### config.mk
export PLATFORM = sky130hd
export DESIGN_NAME = wb_tlul_bridge
export DESIGN_NICKNAME = d
export VERILOG_FILES = /design/src/rtl/wb_tlul_bridge.sv
export SDC_FILE = /design/constraint.sdc
export NUM_CORES = 1
export LEC_CHECK = 0
export ABC_AREA = 1
export CAP_MARGIN = 0
export CORE_MARGIN = 4
export CORE_UTILIZATION = 44
export CTS_CLUSTER_SIZE = 16
export DETAILED_ROUTE_END_ITERATION = 7
export PLACE_DENSITY = 0.82
export SLEW_MARGIN = 5
export SYNTH_ARGS = -nofsm -noshare
export SYNTH_HDL_FRONTEND = slang
export SYNTH_SLANG_ARGS = --single-unit
### constraint.sdc
create_clock -name wb_clk_i -period 2.2 [get_ports wb_clk_i]
set_input_delay 0.44 -clock wb_clk_i [delete_from_list [all_inputs] [get_ports wb_clk_i]]
set_output_delay 0.44 -clock wb_clk_i [all_outputs]
set_load 0.01 [all_outputs]
### src/rtl/wb_tlul_bridge.sv
// Wishbone classic slave to TL-UL host bridge: one outstanding transaction,
// with a timeout watchdog, sticky error flag and drain of late responses.
module wb_tlul_bridge #(
   parameter int unsigned TIMEOUT  = 255,
   parameter logic [31:0] ERR_DATA = 32'hDEAD_BEEF
) (
   input  logic        wb_clk_i,
   input  logic        wb_rst_i,
   input  logic        wbs_cyc_i,
   input  logic        wbs_stb_i,
   input  logic        wbs_we_i,
   input  logic [3:0]  wbs_sel_i,
   input  logic [31:0] wbs_adr_i,
   input  logic [31:0] wbs_dat_i,
   output logic        wbs_ack_o,
   output logic [31:0] wbs_dat_o,
   output logic        tl_a_valid,
   input  logic        tl_a_ready,
   output logic [2:0]  tl_a_opcode,
   output logic [1:0]  tl_a_size,
   output logic [31:0] tl_a_address,
   output logic [3:0]  tl_a_mask,
   output logic [31:0] tl_a_data,
   input  logic        tl_d_valid,
   output logic        tl_d_ready,
   input  logic [2:0]  tl_d_opcode,
   input  logic [31:0] tl_d_data,
   input  logic        tl_d_error,
   output logic        err_o,
   output logic        busy_o
);

   localparam int CW = $clog2(TIMEOUT + 2);

   typedef enum logic [2:0] {IDLE, REQ, RSP, ACK, DRAIN} state_t;

   state_t        state, state_next;
   logic [29:0]   adr_q;
   logic [31:0]   dat_q;
   logic [3:0]    sel_q;
   logic          we_q;
   logic [31:0]   rsp_q, rsp_next;
   logic [CW-1:0] cnt;
   logic          abandon, drain_pend, drain_next;
   logic          err_q, set_err;
   logic          timeout_hit, keep, d_bad;

   assign timeout_hit = ((state == REQ) || (state == RSP)) && (cnt == CW'(TIMEOUT));
   // A completion only reaches ACK if the master is still waiting for it.
   assign keep        = !abandon && wbs_cyc_i;
   assign d_bad       = tl_d_error || (tl_d_opcode != (we_q ? 3'd0 : 3'd1));

   always_comb begin
      state_next = state;
      rsp_next   = rsp_q;
      drain_next = drain_pend;
      set_err    = 1'b0;
      case (state)
         IDLE: begin
            if (wbs_cyc_i && wbs_stb_i) begin
               state_next = (wbs_we_i && (wbs_sel_i == 4'h0)) ? ACK : REQ;
               rsp_next   = 32'h0;
               drain_next = 1'b0;
            end
         end
         REQ: begin
            if (timeout_hit) begin
               set_err    = 1'b1;
               rsp_next   = ERR_DATA;
               state_next = keep ? ACK : IDLE;
            end else if (tl_a_ready) begin
               state_next = RSP;
            end
         end
         RSP: begin
            if (tl_d_valid) begin
               if (d_bad) begin
                  set_err  = 1'b1;
                  rsp_next = ERR_DATA;
               end else begin
                  rsp_next = we_q ? 32'h0 : tl_d_data;
               end
               state_next = keep ? ACK : IDLE;
            end else if (timeout_hit) begin
               set_err    = 1'b1;
               rsp_next   = ERR_DATA;
               drain_next = 1'b1;
               state_next = keep ? ACK : DRAIN;
            end
         end
         ACK: begin
            state_next = drain_pend ? DRAIN : IDLE;
         end
         DRAIN: begin
            if (tl_d_valid) begin
               state_next = IDLE;
            end
         end
         default: state_next = IDLE;
      endcase
   end

   always_ff @(posedge wb_clk_i) begin
      if (wb_rst_i) begin
         state      <= IDLE;
         adr_q      <= '0;
         dat_q      <= '0;
         sel_q      <= '0;
         we_q       <= 1'b0;
         rsp_q      <= '0;
         cnt        <= '0;
         abandon    <= 1'b0;
         drain_pend <= 1'b0;
         err_q      <= 1'b0;
      end else begin
         state      <= state_next;
         rsp_q      <= rsp_next;
         drain_pend <= drain_next;
         if (set_err) begin
            err_q <= 1'b1;
         end
         if ((state == IDLE) && wbs_cyc_i && wbs_stb_i) begin
            adr_q   <= wbs_adr_i[31:2];
            dat_q   <= wbs_dat_i;
            sel_q   <= wbs_sel_i;
            we_q    <= wbs_we_i;
            abandon <= 1'b0;
            cnt     <= '0;
         end else if ((state == REQ) || (state == RSP)) begin
            cnt <= cnt + 1'b1;
            if (!wbs_cyc_i) begin
               abandon <= 1'b1;
            end
         end
      end
   end

   assign tl_a_valid   = (state == REQ) && !timeout_hit;
   assign tl_a_opcode  = !we_q ? 3'd4 : ((sel_q == 4'hF) ? 3'd0 : 3'd1);
   assign tl_a_size    = 2'd2;
   assign tl_a_address = {adr_q, 2'b00};
   assign tl_a_mask    = we_q ? sel_q : 4'hF;
   assign tl_a_data    = dat_q;
   assign tl_d_ready   = (state == RSP) || (state == DRAIN);
   assign wbs_ack_o    = (state == ACK);
   assign wbs_dat_o    = (state == ACK) ? rsp_q : 32'h0;
   assign err_o        = err_q;
   assign busy_o       = (state != IDLE);

endmodule

---- After elaboration in Yosys (flattened, before gate mapping) ----
Cells that the tools add are included.
cells by class
  magnitude comparators ................... 0
  muxes and demuxes ....................... 30
  multiply operators ...................... 0
  equality and inequality tests ........... 13
  shifts and indexed selects .............. 0
  divide/modulo/power cells ............... 0
  add/subtract/negate cells ............... 1
  reduce and logical (&&, ||, !) cells .... 22
  bitwise operators ....................... 1
operators with widths
  operator               count
  $mux W32               6
  $pmux W32 S3           1
  $mux W3                9
  $pmux W3 S5            1
  $add A9 B1 Y9 const B  1
  $eq A9 B8 Y1 const B   1
  $mux W1                8
  $ne A2 B2 Y1 const B   4
  $reduce_and A4 Y1      2
  $logic_and A1 B1 Y1    7
  $eq A3 B2 Y1 const B   2
  $ne A3 B3 Y1 const B   2
  $reduce_bool A3 Y1     2
  $eq A4 B4 Y1 const B   1
  $logic_not A4 Y1       1
  $mux W2                2
  $mux W4                1
  $pmux W1 S2            2
  $reduce_and A2 Y1      2
  $eq A3 B1 Y1 const B   1
  $eq A3 B3 Y1 const B   1
  $logic_not A3 Y1       1
  $logic_or A1 B1 Y1     3
  $ne A3 B1 Y1           1
  other kinds (4)        5
word-level totals
  ROM bits ................................ 0
  bits in registers ....................... 114
  logic and storage cells ................. 77
  memory bits (writable) .................. 0
  latch bits .............................. 0
  memories kept ........................... 0
  output and inout port bits .............. 110

---- Depth between registers and ports, before layout ----
  depth in word-level cells ............... 6
  gate-level depth with buffers ........... 11

---- Worst setup path before layout ----
OpenSTA, ideal clock, no wires.
  path type ............................... reg2out
  start point ............................. register cnt[0]
  end point ............................... output port tl_a_valid
  path buffers ............................ 0
  arrival time ............................ 1.358 ns
  cell stages (with the launch flop) ...... 8
  slack ................................... 0.402 ns
  cell sequence ........................... dfxtp_1 -> ha_1 -> nand3_1 -> nor4_1 -> ha_1 -> inv_1 -> nand3_1 -> inv_1
between the ends
  cells in the longest elaborated chain, start to end .. 4
RTL lines
  what                    line  text
  from (decl)             43    logic [CW-1:0] cnt;
  from (signal assigned)  130   cnt <= cnt + 1'b1;
  $eq A9 B8 Y1            48    assign timeout_hit = ((state == REQ) || (state == RSP)) && (cnt == CW'(TIMEOUT));
  $logic_and A1 B1 Y1     48
  $logic_not A1 Y1        138   assign tl_a_valid = (state == REQ) && !timeout_hit;
  $logic_and A1 B1 Y1     138
  to (decl)               17    output logic tl_a_valid,
Every way passes these cells.

---- Worst setup path after layout ----
  start point ............................. register cnt[1]
  end point ............................... output port tl_a_valid
Same word-level chain as after synthesis.

==> impl_metrics.csv <==
group,metric,value,unit
floorplan,row_count,40,
synth,synth-simple-area-share,26.4,%
synth,share_of_synthesized_cell_area_in_full_adder_half_adder_and_majority_cells,0.459,%
detailed_routing,drc_errors,0,
synth,summed_instance_area_of_the_synthesized_netlist,5450,sq um
global_routing,gr-max-usage-layer,"met2",
clocking,htree_levels,4,
floorplan,coreArea,12100,sq um
power_and_ir_drop,power_per_cell_area,949,nW/um^2
place,post-dp-hpwl,11700,microns
clocking,clk_transition_reported_paths,0.05,ns
global_routing,grt_start_max_net_pins,77,
critical_path,worst-endpoint-required,1.76,ns
synth,synthesis.instances,831,
synth,synth_sequential_area_ratio,41.9,%
synth,synthMuxAreaShare,0,%
clocking,insertion_delay,0.41,ns
global_routing,globalRouteMet1Util,25.9,%
finish,layout_commonest_cell,"sky130_fd_sc_hd__nand2_1",
synth,postSynthAreaPerCell,6.55,sq um
floorplan,dieArea,14200,sq um
timing,holdWs,0.441,ns
floorplan,die-height,119,microns
floorplan,top_ports,221,
timing,setup-violations-final,0,
synth,synth.distinct_cells,32,
detailed_routing,detail_route.wirelength,16600,microns
detailed_routing,num_vias,5885,
global_routing,globalRouteMet2Util,37.8,%
critical_path,cp.arrival,1.74,ns
power_and_ir_drop,p_leak,3.69,nW
detailed_routing,post_detailed_route_via_to_cell_ratio,4.81,
flow_run,drv_cap,0,
timing,final_cycle_share,99.3,%
global_routing,globalRouteOverflowTotal,0,
finish,antenna-diode-count,0,
global_routing,grt_pass1_wl,26600,microns
global_routing,grt_pass1_vias,5534,
detailed_routing,drt-wirelength-per-cell,13.5,microns
synth,post_synth_xor_area_fraction,0.459,%
detailed_routing,drt_first_pass_iters,5,
clocking,tritoncts,"done",
critical_path,timing.critical_path.fanout_max,2,
timing,fmaxAchievable,458,MHz
synth,postSynthRegisterBits,114,
power_and_ir_drop,irDropWorstVdd,0.000694,V
finish,finalNetCount,1157,
timing,hold_viol_final,0,
place,globalplace.congestion,0.878,
floorplan,die-width,119,microns
detailed_routing,dr.first_iter.drc_count,402,
synth,ys.warnings.count,0,
finish,area.growth.synth_to_final,54.9,%
place,numPortBuffers,213,
global_routing,grt_util_met3,12.2,%
clocking,cts_inserted_buffers,17,
critical_path,setup.worst_path.end_class,"primary output",
outcome,run_status,"complete, no violations",
synth,synth_top_family_by_area,"simple AND/OR/NAND/NOR gates",
timing,finalCriticalPeriod,2.18,ns
timing,clock-skew-final,0.00462,ns
timing,maxSlewViolCount,0,
critical_path,kind_of_critical_path,"reg2out",
timing,rsz_0062_raised_after_global_routing,"yes",
global_routing,antenna_found_initial,0,
synth,synth_compound_gate_area_share,16.7,%
finish,top_library_cells_by_usage_in_the_layout_fill_and_taps_aside,"203 x sky130_fd_sc_hd__nand2_1, 177 x sky130_fd_sc_hd__clkdlybuf4s50_1, 121 x sky130_fd_sc_hd__inv_1",
clocking,clk_path_buf_depth,2,
clocking,hold_fix_buffers_cts,0,
detailed_routing,final_antenna_net_count,0,
clocking,numClockSinks,114,
clocking,root_buffer,"sky130_fd_sc_hd__clkbuf_16",
power_and_ir_drop,report.power.total,8.00,mW
finish,drive_gt1_share,8.33,%
hold_path,min-delay-path-class,"reg2reg",
global_routing,globalRouteTotalUtil,23.0,%
critical_path,worstSetupStartpointType,"flop",
floorplan,starting_density,45.2,%
## through the flow
step           TNS, ns  util, %  area, sq um  setup slack (ns)  std cells
4_1_cts         -0.150     69.5         8380            -0.150       1223
2_1_floorplan        0        -         5460             0.402        834
6_report             0     69.9         8440            0.0163       1224
5_1_grt        -0.0981     69.9         8440           -0.0981       1224
3_3_place_gp         0     64.9         7830            0.0101       1191
3_5_place_dp         0     64.9         7830            0.0415       1191
## cell usage after synthesis, drive strengths merged
library cell    n  area (sq um)
nand2         208           801
inv           128           480
dfxtp         114          2280
a21oi         106           531
nor2           80           308
o21ai          69           345
nand3          51           255
buf            31           194
clkbuf         23          87.6
nand4           5          37.5
conb            2          7.51
ha              2          25.0
nor3            2          10.0
a211oi          1          7.51
a41oi           1          8.76
and2            1          6.26
nand3b          1          7.51
nor4            1          6.26
o21a            1          7.51
o21bai          1          7.51
or2             1          6.26
xnor2           1          8.76
xor2            1          16.3
## cells by family after synthesis
logic type | Yosys count
and+or+nand+nor | 350
DFF | 114
AOI/OAI and AO/OA | 179
adders and majority gates | 2
xor gates and xnor gates | 2
buffers and inverters | 182
other | 2
## report_power, final
group | internal (mW) | switching [mW]
combinational | 1.26 | 1.52
sequential | 2.41 | 0.185
clock | 1.66 | 0.969
total | 5.33 | 2.67
## layout make-up
class,count,area [sq um]
Clock buffer,18,429
Multi-Input combinational cell,538,2480
Fill cell,1006,3620
Sequential cell,114,2280
Tap cell,168,210
Timing Repair Buffer,245,2420
Clock inverter,13,139
Inverter,128,480
## sequential cells by signal, summed over array words and instances (netlist names)
register    cells
adr_q          30
drain_pend      1
sel_q           4
err_o           1
cnt             9
rsp_q          32
we_q            1
tl_a_data      32
state           3
abandon         1
## worst max-delay path, stage by stage, from the launching register on
cell                      delay (ns)
sky130_fd_sc_hd__dfxtp_2        0.35
sky130_fd_sc_hd__ha_4           0.15
sky130_fd_sc_hd__nand3_4        0.08
sky130_fd_sc_hd__nor4_4         0.25
sky130_fd_sc_hd__ha_2           0.23
sky130_fd_sc_hd__inv_2          0.05
sky130_fd_sc_hd__nand3_2        0.08
sky130_fd_sc_hd__inv_2          0.04
sky130_fd_sc_hd__buf_6          0.11
## timing repair
action,in CTS,in global routing
endpoints found under the hold margin,0,0
resized for setup,40,18
setup endpoints to repair,36,7
pin swaps,3,5
buffers inserted,1,1
## final timing paths
path                     start      endpoint  slack (ns)  cells after the start
setup / recovery        cnt[1]    tl_a_valid        0.02                      8
hold / removal    tl_a_data[6]  tl_a_data[6]        0.44                      2
setup reg to reg        cnt[1]     rsp_q[20]        0.23                     12
hold reg to reg   tl_a_data[6]  tl_a_data[6]        0.44                      2
## routing by layer
metal	vias up	part of all wire, %
met5	-	0
met4	0	1.7
met3	25	13
met2	242	47
met1	2610	39
li1	3008	-
(Power assumes the default switching activity.)
